File: src/rtl/mem_port_arbiter.sv
// Round-robin arbiter sharing one scratchpad memory port between NUM_REQ requesters,
// with a read-modify-write lock that pins the port to one requester between its read and write.
module mem_port_arbiter #(
   parameter int NUM_REQ = 4,
   parameter int ADDR_W  = 32,
   parameter int DATA_W  = 32,
   localparam int GID_W  = $clog2(NUM_REQ)
) (
   input  logic                      clk,
   input  logic                      rst_l,
   input  logic [NUM_REQ-1:0]        req_avail,
   input  logic [NUM_REQ-1:0]        req_r_en,
   input  logic [NUM_REQ-1:0]        req_w_en,
   input  logic [NUM_REQ-1:0]        req_read_through,
   input  logic [NUM_REQ-1:0]        req_write_through,
   input  logic [NUM_REQ*ADDR_W-1:0] req_ptr,
   input  logic [NUM_REQ*DATA_W-1:0] req_data_store,
   output logic [NUM_REQ-1:0]        req_done,
   output logic [DATA_W-1:0]         req_data_load,
   output logic                      mem_req,
   output logic                      mem_we,
   output logic [ADDR_W-1:0]         mem_addr,
   output logic [DATA_W-1:0]         mem_wdata,
   input  logic                      mem_ack,
   input  logic [DATA_W-1:0]         mem_rdata,
   output logic                      lock_active,
   output logic [GID_W-1:0]          grant_id,
   output logic                      err_both
);

   typedef enum logic [1:0] {
      ARB  = 2'd0,
      MEM  = 2'd1,
      RESP = 2'd2
   } state_t;

   state_t               state;
   state_t               state_nxt;

   logic [NUM_REQ-1:0]   eligible;
   logic                 pick_valid;
   logic [GID_W-1:0]     pick_id;
   logic [GID_W-1:0]     cand;
   logic [ADDR_W-1:0]    sel_ptr;
   logic [DATA_W-1:0]    sel_data;
   logic                 sel_r;
   logic                 sel_w;
   logic                 sel_rt;
   logic                 sel_wt;
   logic [NUM_REQ-1:0]   grant_onehot;

   logic                 hold_rd;
   logic                 hold_rt;
   logic                 hold_wt;

   // While locked only the holder may win; otherwise search starts just past the last grantee.
   always_comb begin
      eligible   = req_avail & (req_r_en | req_w_en);
      pick_valid = 1'b0;
      pick_id    = grant_id;
      cand       = '0;
      if (lock_active) begin
         pick_valid = eligible[grant_id];
      end else begin
         for (int k = 1; k <= NUM_REQ; k++) begin
            cand = GID_W'((int'(grant_id) + k) % NUM_REQ);
            if (!pick_valid && eligible[cand]) begin
               pick_valid = 1'b1;
               pick_id    = cand;
            end
         end
      end
   end

   always_comb begin
      sel_ptr  = req_ptr[int'(pick_id)*ADDR_W +: ADDR_W];
      sel_data = req_data_store[int'(pick_id)*DATA_W +: DATA_W];
      sel_r    = req_r_en[pick_id];
      sel_w    = req_w_en[pick_id];
      sel_rt   = req_read_through[pick_id];
      sel_wt   = req_write_through[pick_id];
   end

   assign grant_onehot = {{(NUM_REQ-1){1'b0}}, 1'b1} << grant_id;

   always_comb begin
      state_nxt = state;
      case (state)
         ARB:     if (pick_valid) state_nxt = MEM;
         MEM:     if (mem_ack)    state_nxt = RESP;
         RESP:                    state_nxt = ARB;
         default:                 state_nxt = ARB;
      endcase
   end

   // Memory handshake: mem_req rises with a fully formed command and the command is held
   // unchanged until the cycle mem_ack is high; mem_rdata is taken in that same cycle.
   always_ff @(posedge clk or negedge rst_l) begin
      if (!rst_l) begin
         state         <= ARB;
         grant_id      <= GID_W'(NUM_REQ - 1);
         req_done      <= '0;
         req_data_load <= '0;
         mem_req       <= 1'b0;
         mem_we        <= 1'b0;
         mem_addr      <= '0;
         mem_wdata     <= '0;
         lock_active   <= 1'b0;
         err_both      <= 1'b0;
         hold_rd       <= 1'b0;
         hold_rt       <= 1'b0;
         hold_wt       <= 1'b0;
      end else begin
         state <= state_nxt;
         case (state)
            ARB: begin
               req_done <= '0;
               err_both <= 1'b0;
               if (pick_valid) begin
                  grant_id  <= pick_id;
                  mem_req   <= 1'b1;
                  mem_we    <= sel_w;
                  mem_addr  <= sel_ptr;
                  mem_wdata <= sel_data;
                  hold_rd   <= !sel_w;
                  hold_rt   <= sel_rt && !sel_w;
                  hold_wt   <= sel_wt && sel_w;
                  err_both  <= sel_r && sel_w;
               end
            end
            MEM: begin
               err_both <= 1'b0;
               if (mem_ack) begin
                  mem_req  <= 1'b0;
                  req_done <= grant_onehot;
                  if (hold_rd) req_data_load <= mem_rdata;
                  if (hold_rt) lock_active <= 1'b1;
               end
            end
            RESP: begin
               req_done <= '0;
               // Release happens as RESP ends, so the next arbitration already sees it open.
               if (hold_wt) lock_active <= 1'b0;
            end
            default: begin
               req_done <= '0;
               err_both <= 1'b0;
            end
         endcase
      end
   end

endmodule

File: config.mk
export PLATFORM = sky130hd
export DESIGN_NAME = mem_port_arbiter
export DESIGN_NICKNAME = d
export VERILOG_FILES = /design/src/rtl/mem_port_arbiter.sv
export SDC_FILE = /design/constraint.sdc
export NUM_CORES = 1
export LEC_CHECK = 0
export ABC_AREA = 1
export BUFFER_PORTS_ARGS = -buffer_cell sky130_fd_sc_hd__buf_2
export CORE_AREA = 2 2 161 163
export DETAILED_ROUTE_END_ITERATION = 10
export DIE_AREA = 0 0 163 165
export MAX_ROUTING_LAYER = met4
export PLACE_DENSITY_LB_ADDON = 0.15
export SKIP_LAST_GASP = 1
export SLEW_MARGIN = 5
export SYNTH_ARGS = -nofsm -noshare
export SYNTH_HDL_FRONTEND = slang
export SYNTH_SLANG_ARGS = --single-unit
File: constraint.sdc
create_clock -name clk -period 5.95 [get_ports clk]
set_input_delay 0.595 -clock clk [delete_from_list [all_inputs] [get_ports clk]]
set_output_delay 0.595 -clock clk [all_outputs]
set_load 0.02 [all_outputs]
==> metrics list <==
* Core area: 0.0250 sq mm
* Placed Instances: 1640
* Most numerous cell in the Yosys netlist: nand2_1
* Initial DRC Count: 415
- H-tree depth: 3
- Final antenna-violating net count: 0
- Commonest cells in the netlist: nand2_1, dfrtp_1, nand3_1, inv_1, o211ai_1
- At the end of routability-driven placement, the weighted congestion stood at 0.861.
- The average instance in the mapped netlist occupies 7.43 sq um.
- Final routed DRC violation total: 0
- Among all stages on the critical path, the largest delay is contributed by dfstp_2.
* Sw Ratio: 54.5%
- Along the worst path, the maximum fanout reaches 88.
* Standby leakage power: 5.44 nW
* Number of port buffers: 416
- Drt total wl: 26600 um
- Detailed placement ended at an HPWL of 19800 um.
- The share of the Yosys chip area taken by registers is 39.7%.
* VDD IR max: 0.345 mV
* Chip width: 163 um
- Cells fill 38.3% of the core in the end.
- Overflow after GRT: 0
- For this block, the via count after detailed routing is 7507.
- Nets in the synthesized netlist: 1257
* Hold/Removal Path Class: input port to async pin
- The floorplan step set the die height to 165 um.
- The most used flip-flop cell after synthesis is dfrtp_1.
* Cts-stage hold buffer count: 0
* Register bit count reported by yosys: 111
* Arrival time at the worst endpoint: 4340 ps
* Yosys cell types: 29
- Counting the buffers created by CTS gives 9.
* Worst-Skew Late Latency: 370 ps
* Result of the run: completed
- Summed over all failing endpoints, the final setup total negative slack is 0 ps.
- Clock root buffer: clkbuf_16
* Post-Synthesis Cell Area: 0.00700 sq mm
- Measured against its own limit, the worst slew margin works out to 28.3%.
* Count of flip-flops with a built-in enable after synthesis: 0
* Critical path capture point type: register
- For the pin with the worst max-slew slack, the measured transition is 1070 ps.
- Top-area cell type share of the netlist area: 39.0%
- Across all hold checks on the routed design, the worst slack comes to 217 ps.
- Final net count: 1636
- The signal on the critical path passes through inv_6, ha_1, inv_1, nand3_1, nand2_2, nand2_1, nand2_1, nand2_1, nand2_2, nand2_4, nand2_4, clkinv_2, buf_4, nand2_1, nand3_1, nand2_1, nand2_1, nand2_1.
- The number of pins with negative max-slew slack in the final report was 0.
- The number of setup buffers added after CTS is 0.
- Wirelength per Cell: 16.0 um
- Clock slew at reported path FFs: 100 ps
- CTS tree: built
- FFs w/ async S/R, synth: 100%
- Pwr/cell area: 670 mW/mm^2
- Count of boundary I/O pins: 417
- First-pass GRT wire length: 39700 um
- Subtracting the final worst setup slack from the clock period gives 4050 ps.
* Most area-consuming cells after synthesis: dfrtp_1, nand2_1, nand3_1
- Number of cell instances on the worst register-to-register path: 18
* Int Pwr: 2.92 mW
- From synthesis to final layout, the design area changed by 36.9%.
- Cells after Synth: 942
- Launch instance of the worst register-to-register path: grant_id[0]
* Resized cells post-CTS: 0
- After layout, the design draws a total of 6.42 mW.
- The floorplan step defined a die boundary enclosing 0.0269 sq mm.
* Part of the total power dissipated in the clock network: 10.5%
- Pin count of the biggest net entering global routing: 89
* Number of sinks on the clock net: 111
- The setup check on the worst reg-to-reg path leaves a slack of 1900 ps.
- Of the available clock period, the critical path in the final layout requires 68.0%.
- Antenna violations before repair: 9
* Final Setup Violations: 0
* Count of non-filler cells in the finished layout: 1666
* Crit start category: register
- Largest area contributor in the netlist: dfrtp_1
* Share of power burned in registers: 21.2%
- The Yosys step of the flow raised 0 warnings.
- Crit path kind: register to register
* Switching power total: 3.50 mW
* Reported max-cap violation count: 0
* Detailed-routing iteration count for the pre-antenna-repair pass: 4
* Initial Util: 28.0%
* Slowest Stage Delay on Critical Path: 700 ps
- Vias in the first global route: 7205
* Setup repair after global routing missed its margin: false
- At the worst endpoint, the required time is 6240 ps.
- Fmax achieved: 0.247 GHz
* Relative contribution of combinational cells to total power: 68.2%
- On the final layout, the worst clock skew is 20.6 ps.
- Cell type with the highest occurrence count on the critical path: nand2_1
* Count of standard-cell rows: 58
* Number of hold-slack violations in the final timing report: 0
* Share of final-layout standard cells stronger than drive strength 1: 38.4%
- In this run the critical register-to-register path is captured at mem_wdata[18].
* Per-cell via count in the routed design: 4.51
- Overall fraction of global-route tracks in use: 19.6%
- No sink is reached through more buffers than the 2 on the longest clock path.
[cell families after synthesis]
kind of cell    after synthesis  share of synthesized area [%]
mux                          32                           5.15
flops                       111                           39.7
simple gates                524                           33.6
buf+inv                     165                           10.6
fa+ha+maj                     4                          0.715
compound gates              106                           10.2
[worst max-delay path by stage]
stage	end	cells past startpoint	slack (ps)	startpoint
after floorplan	mem_addr[27]	16	3350	grant_id[0]
after global placement	mem_wdata[27]	18	1940	grant_id[0]
after detailed placement	mem_wdata[18]	18	1860	grant_id[1]
after CTS	mem_wdata[18]	18	1830	grant_id[0]
after global routing	mem_wdata[18]	18	1410	grant_id[0]
final	mem_wdata[18]	18	1900	grant_id[0]
[placed cells by master (no fill, tap or decap)]
cell type,count
ha_1,4
inv_1,108
mux2_2,32
or2_2,22
clkbuf_16,9
clkinv_8,1
dfrtp_1,109
diode_2,10
nand4_1,2
dfstp_2,2
a21oi_1,1
inv_8,2
o21ai_1,5
a22o_1,1
inv_6,2
nand2_4,2
nor2_4,2
buf_2,415
o211ai_1,72
nand3_4,1
o21ai_0,27
buf_4,8
nand2_1,328
nor2_1,1
inv_12,3
nand2_2,4
or2_0,16
clkinv_2,1
nand3_2,3
nand3_1,109
or2_1,34
[state kept, by name, summed over array words and instances, names as in the netlist, 2 cells and up]
signal and flops:
state 2, req_data_load 32, mem_wdata 32, req_done 4, mem_addr 32, grant_id 2
[worst max-delay path: cells and delay by family (launching register included)]
| kind | cells | cell delay (ps) |
|---|---|---|
| fa+ha+maj | 1 | 370 |
| buf+inv | 4 | 1300 |
| simple gates | 13 | 1600 |
| flops | 1 | 700 |
[power by group through the flow]
stage	registers, mW	logic [mW]	clock network [mW]
finish	1.36	4.38	0.676
floorplan	1.79	2.97	0
global placement	1.37	4.41	0
detailed placement	1.37	4.46	0
CTS	1.36	4.48	0.699
global route	1.41	4.96	0.726
[per-layer routing]
layer	part of all wire [%]	vias up	routed length, um	GRT usage [%]
li1	-	3790	-	-
met2	48	276	12900	32.5
met4	1.9	0	500	6.76
met3	7.7	33	2040	4.92
met1	42	3408	11200	23.3
met5	0	-	0	-
[layout make-up]
class,instances,area (sq um)
clock buffers,9,225
diodes,10,25.0
well taps,330,413
fillers,2757,15500
inverters,110,419
multi-input cells,666,3490
flip-flops and latches,111,2780
repair buffers,423,2140
clock inverters,7,96.3
[metrics by stage]
stage | worst slack [ps] | cell area, sq um
floorplan | 3350 | 7000
global placement | 1940 | 9240
detailed placement | 1860 | 9240
CTS | 1830 | 9560
global route | 1410 | 9580
finish | 1900 | 9580
Power figures use the tool's default switching activity.
